**config.mk**
```make
export PLATFORM = sky130hd
export DESIGN_NAME = ltssm_lane_agg
export DESIGN_NICKNAME = d
export VERILOG_FILES = /design/src/rtl/ltssm_lane_agg.sv
export SDC_FILE = /design/constraint.sdc
export NUM_CORES = 1
export LEC_CHECK = 0
export ABC_AREA = 1
export CELL_PAD_IN_SITES_DETAIL_PLACEMENT = 1
export CELL_PAD_IN_SITES_GLOBAL_PLACEMENT = 1
export CORE_MARGIN = 5
export CORE_UTILIZATION = 32
export DETAILED_ROUTE_END_ITERATION = 6
export PLACE_DENSITY_LB_ADDON = 0.1
export SYNTH_ARGS = -nofsm -noshare
export SYNTH_HDL_FRONTEND = slang
export SYNTH_SLANG_ARGS = --single-unit
export TNS_END_PERCENT = 20
```
**constraint.sdc**
```tcl
create_clock -name clk -period 1.7 [get_ports clk]
set_input_delay 0.17 -clock clk [delete_from_list [all_inputs] [get_ports clk]]
set_output_delay 0.17 -clock clk [all_outputs]
set_load 0.005 [all_outputs]
```
**src/rtl/ltssm_lane_agg.sv**
```systemverilog
// Lane aggregation between per-lane TS generator/analyser pairs and the core LTSSM:
// latched active-lane mask, sticky ack collection with timeout, and qualifier aggregation.
module ltssm_lane_agg #(
  parameter int NUM_LANES = 4,
  parameter int TO_W      = 16,
  parameter int LW_W      = $clog2(NUM_LANES + 1)
) (
  input  logic                 clk,
  input  logic                 rst,
  input  logic [NUM_LANES-1:0] lane_rx_det,
  input  logic                 width_latch,
  output logic [NUM_LANES-1:0] active_lanes,
  output logic [LW_W-1:0]      link_width,
  input  logic                 ts_update,
  input  logic [NUM_LANES-1:0] ack_tx,
  input  logic [NUM_LANES-1:0] ack_rx,
  output logic                 ts_update_ack,
  input  logic [TO_W-1:0]      timeout_cycles,
  output logic                 ack_timeout,
  output logic [NUM_LANES-1:0] failed_lanes,
  output logic                 busy,
  input  logic [NUM_LANES-1:0] tsa_p2c_lane,
  input  logic [NUM_LANES-1:0] tsa_p_a2c_lane,
  output logic                 tsa_p2c,
  output logic                 tsa_p_a2c
);

  localparam logic [1:0] IDLE    = 2'd0;
  localparam logic [1:0] COLLECT = 2'd1;
  localparam logic [1:0] DONE    = 2'd2;
  localparam logic [1:0] TMO     = 2'd3;

  logic [1:0]           state;
  logic [NUM_LANES-1:0] sticky_tx;
  logic [NUM_LANES-1:0] sticky_rx;
  logic [NUM_LANES-1:0] ack_tx_m;
  logic [NUM_LANES-1:0] ack_rx_m;
  logic [NUM_LANES-1:0] ack_both;
  logic [TO_W-1:0]      cnt;
  logic                 complete;
  logic                 expired;

  function automatic logic [LW_W-1:0] popcount(input logic [NUM_LANES-1:0] v);
    logic [LW_W-1:0] n;
    n = '0;
    for (int i = 0; i < NUM_LANES; i++) n = n + LW_W'(v[i]);
    return n;
  endfunction

  assign ack_tx_m = ack_tx & active_lanes;
  assign ack_rx_m = ack_rx & active_lanes;
  assign ack_both = sticky_tx & sticky_rx;
  // Inactive lanes count as acked, so an empty mask completes immediately.
  assign complete = &(ack_both | ~active_lanes);
  assign expired  = (timeout_cycles != '0) && (cnt == timeout_cycles - TO_W'(1));

  assign ts_update_ack = (state == DONE);
  assign ack_timeout   = (state == TMO);
  assign busy          = (state != IDLE);

  always_ff @(posedge clk) begin
    if (!rst) begin
      state        <= IDLE;
      sticky_tx    <= '0;
      sticky_rx    <= '0;
      cnt          <= '0;
      active_lanes <= '0;
      link_width   <= '0;
      failed_lanes <= '0;
      tsa_p2c      <= 1'b0;
      tsa_p_a2c    <= 1'b0;
    end else begin
      tsa_p2c   <= (|active_lanes) & (&(tsa_p2c_lane | ~active_lanes));
      tsa_p_a2c <= (|active_lanes) & (&(tsa_p_a2c_lane | ~active_lanes));
      case (state)
        IDLE: begin
          // Seeding uses the mask held this cycle, even if width_latch replaces it.
          sticky_tx <= ack_tx_m;
          sticky_rx <= ack_rx_m;
          cnt       <= '0;
          if (width_latch) begin
            active_lanes <= lane_rx_det;
            link_width   <= popcount(lane_rx_det);
          end
          if (ts_update) state <= COLLECT;
        end
        COLLECT: begin
          sticky_tx <= sticky_tx | ack_tx_m;
          sticky_rx <= sticky_rx | ack_rx_m;
          if (ts_update) begin
            sticky_tx <= ack_tx_m;
            sticky_rx <= ack_rx_m;
            cnt       <= '0;
          end else if (complete) begin
            state <= DONE;
          end else if (expired) begin
            state        <= TMO;
            failed_lanes <= active_lanes & ~ack_both;
          end else if (cnt != '1) begin
            cnt <= cnt + TO_W'(1);
          end
        end
        default: state <= IDLE;
      endcase
    end
  end

endmodule

```
==> impl_results.md <==
* P&R area growth vs syn at 62.5%
* TritonRoute pass-1 iters at 4
* Sequential group share of total power at 0.374
* Hold Buf Count CTS at 0
* Final min period at 1860 ps
* Asr flop ratio synth at 0
* Setup Skew at 13.0 ps
* Post-synth top area share at 0.278
* Vias in the first global route at 3729
* Status: finished with violations
* Achievable Freq at 536 MHz
* CTS clk-pin slew, worst paths at 90 ps
* Final global-route overflow total at 0
* Worst-path fanout max at 7
* Worst Setup End Kind: flip-flop
* Clock network power share at 0.334
* Worst endpoint required time at 1930 ps
* Synth cell types at 32
* Nets at 641
* Critical Path Max Stage Delay at 230 ps
* Max_cap viols at 0
* Flops & latches, synth at 39
* Buffers on Ports at 55
* Avg WL per Cell at 15.8 µm
* Combinational Power Share at 0.292
* CP bufs+invs at 3
* Worst skew pair latency at 310 ps
* Internal power at 1.79 mW
* Clock buffer count from CTS at 5
* Via density at 4.98
* DRC at 0
* Worst path most repeated cell: nand2_2
* Antenna viol nets, final at 0
* Critical Path Start: timeout_cycles[6]
* Post-Route Utilization at 0.529
* R2R Path End: cnt[7]
* First-pass GRT wire length at 18100 µm
* Synth area leader: dfxtp_1
* Family with the most delay on the worst path: simple AND/OR/NAND/NOR gates
* Switching share of power at 0.304
* P_sw at 0.782 mW
* Cells after synthesis at 461
* Core area at 0.00864 mm²
* Fraction of layout cells with a size suffix above 1 at 0.310
* Chip Width at 104 µm
* Clock root cell: clkbuf_8
* Worst-Margin Slew at 430 ps
* H-tree depth at 2
* Initial Utilization at 0.326
* Setup ws final at -164 ps
* Leakage at 2.09 nW
* Setup violators final at 21
* Dominant cells by area after synthesis: dfxtp_1 (28%), nand2_1 (15%), inv_1 (11%), nand3_1 (7.7%), nor2_1 (6.5%)
* Overall Power at 2.57 mW
* R2r worst-path depth at 11
* Hold Path Class: input port to flip-flop
* Startpoint types: input port
* Die area at 0.0108 mm²
* # clock sinks at 39
* Hold EP: sticky_rx[1]
* Crit path cell chain: clkdlybuf4s15_1 -> nor2_2 -> nand2_2 -> nor2_4 -> nand3_1 -> nand2_1 -> nand2_2 -> nor2_4 -> nand2_2 -> o21ai_4 -> buf_12 -> buf_16 -> nand3_2 -> a21oi_2
* Register area share after synthesis at 0.278
* Gpl congestion at 0.825
* Primary FF master, synth: dfxtp_1
* Largest net degree at the start of global routing at 15
* Post-synth EDFFs at 0
* Post-DP HPWL at 8160 µm
* CTS tree: yes
* Crit path kind: input port to flip-flop
* I/O Pins at 56
* Setup tns final at -1700 ps
* Die H at 104 µm
* Final WL at 11100 µm
* Post-Syn Area at 0.00281 mm²
* Syn_area_per_cell at 6.10 µm²
* Worst hold path depth at 3
* Maximum clock path buffer count at 2
* Peak VDD IR at 388 µV
* Reg-to-reg slack, setup at -150 ps
* Worst min-delay path startpoint: ack_rx[1]
* CP arrival at 2090 ps
* Synth warn at 0
* RSZ-0062 raised after global routing: true
* Synth Net Count at 507
* Row count at 34
* R2r startpoint: cnt[13]
* CP max stage cell: clkdlybuf4s15_1
* Iteration-0 DRC Markers at 153
* Initial antenna violation count at 0
* Final slew viol count at 0
* DR vias at 3504
* Power Dens Cells at 562 mW/mm²
* Final hold violations at 0
* Total GRT Usage at 0.203
* Slew headroom at 0.706
* Part of the cycle the worst path needs at 1.10
* N_diodes at 0
* Hold_ws at 413 ps
* Failing checks: setup timing
-- cell families (layout without fill, tap and decap cells) --
family	Yosys count	in the layout	share of synthesized area
and+or+nand+nor	250	251	0.392
buffers and inverters	94	228	0.133
AOI/OAI and AO/OA	54	54	0.113
DFF	39	39	0.278
xor gates and xnor gates	18	18	0.0561
adders and majority gates	6	6	0.0294
-- power by group through the flow --
stage,registers (mW),logic (mW),clock network [mW]
after floorplan,0.993,0.269,0
final,0.960,0.751,0.859
after CTS,0.965,0.729,0.871
after global placement,0.989,0.606,0
after detailed placement,0.989,0.620,0
after global routing,0.965,0.814,0.907
-- synth_stat cells, drive strengths merged, types with 2 or more instances --
library cell	count
inv	81
xor2	14
xnor2	4
dfxtp	39
o221ai	2
nand2	119
nor3	14
nand3	43
o22ai	8
o21ai	18
a31oi	2
buf	4
nor4	7
clkbuf	9
a21oi	20
nor2	57
nand4	7
a2111oi	3
ha	5
nand3b	2
-- registers in the layout, indices dropped and copies added (netlist names) --
signal and cells:
cnt 16, active_lanes 4, failed_lanes 4, sticky_rx 4, sticky_tx 4, link_width 3, state 2, tsa_p2c 1
tsa_p_a2c 1
-- routing by layer --
metal | share of wire | wire (µm) | GRT usage
met4 | 0.018 | 204 | 0.0537
met1 | 0.43 | 4790 | 0.249
met5 | 0 | 0 | 0
met3 | 0.030 | 329 | 0.0305
met2 | 0.52 | 5790 | 0.368
-- stage by stage --
step / cells / setup WS, ps / cell area, µm²
final: 704 / -164 / 4570
after global routing: 704 / -288 / 4570
after CTS: 704 / -98.6 / 4460
after detailed placement: 681 / -874 / 3980
after global placement: 681 / -794 / 3980
after floorplan: 461 / -68.5 / 2820
-- how the worst max path moves through the flow --
stage / to / depth (start not counted)
after floorplan: cnt[13] / 13
after global placement: failed_lanes[2] / 14
after detailed placement: failed_lanes[3] / 14
after CTS: cnt[14] / 14
after global routing: cnt[7] / 11
final: cnt[7] / 14
-- cell type report --
| class | instances | area (µm²) |
|---|---|---|
| Multi-Input combinational cell | 329 | 1980 |
| Tap cell | 108 | 135 |
| Clock inverter | 2 | 38.8 |
| Sequential cell | 39 | 806 |
| Inverter | 81 | 304 |
| Timing Repair Buffer | 139 | 1220 |
| Clock buffer | 6 | 82.6 |
| Fill cell | 1132 | 4070 |
-- repair_timing --
action | in CTS | in global routing
hold endpoints to repair | 0 | 0
buffers inserted | 14 | 1
gates resized for setup | 91 | 31
setup endpoints to repair | 23 | 23
pin swaps | 47 | 22
cloned | 2 | 0
-- tightest hold or removal path, delay by kind of cell --
kind	cells	cell delay [ps]
AND/OR/NAND/NOR	1	60
buffers and inverters	1	390
AO/OA/AOI/OAI	1	60
-- cell usage in the layout, fill, tap and decap left out, types with 7 or more instances in the layout --
cell / count
nand2_1: 105
buf_4: 79
inv_1: 75
clkdlybuf4s50_1: 40
nor2_1: 35
dfxtp_1: 31
nand3_1: 28
nor2_2: 15
o21ai_0: 15
nand3_2: 13
nor3_1: 12
xor2_1: 11
a21oi_2: 11
nand2_2: 9
a21oi_1: 9
dlygate4sd2_1: 9
o22ai_1: 8
nor2_4: 7
nand4_1: 7
nor4_1: 7
(Power assumes the default switching activity.)
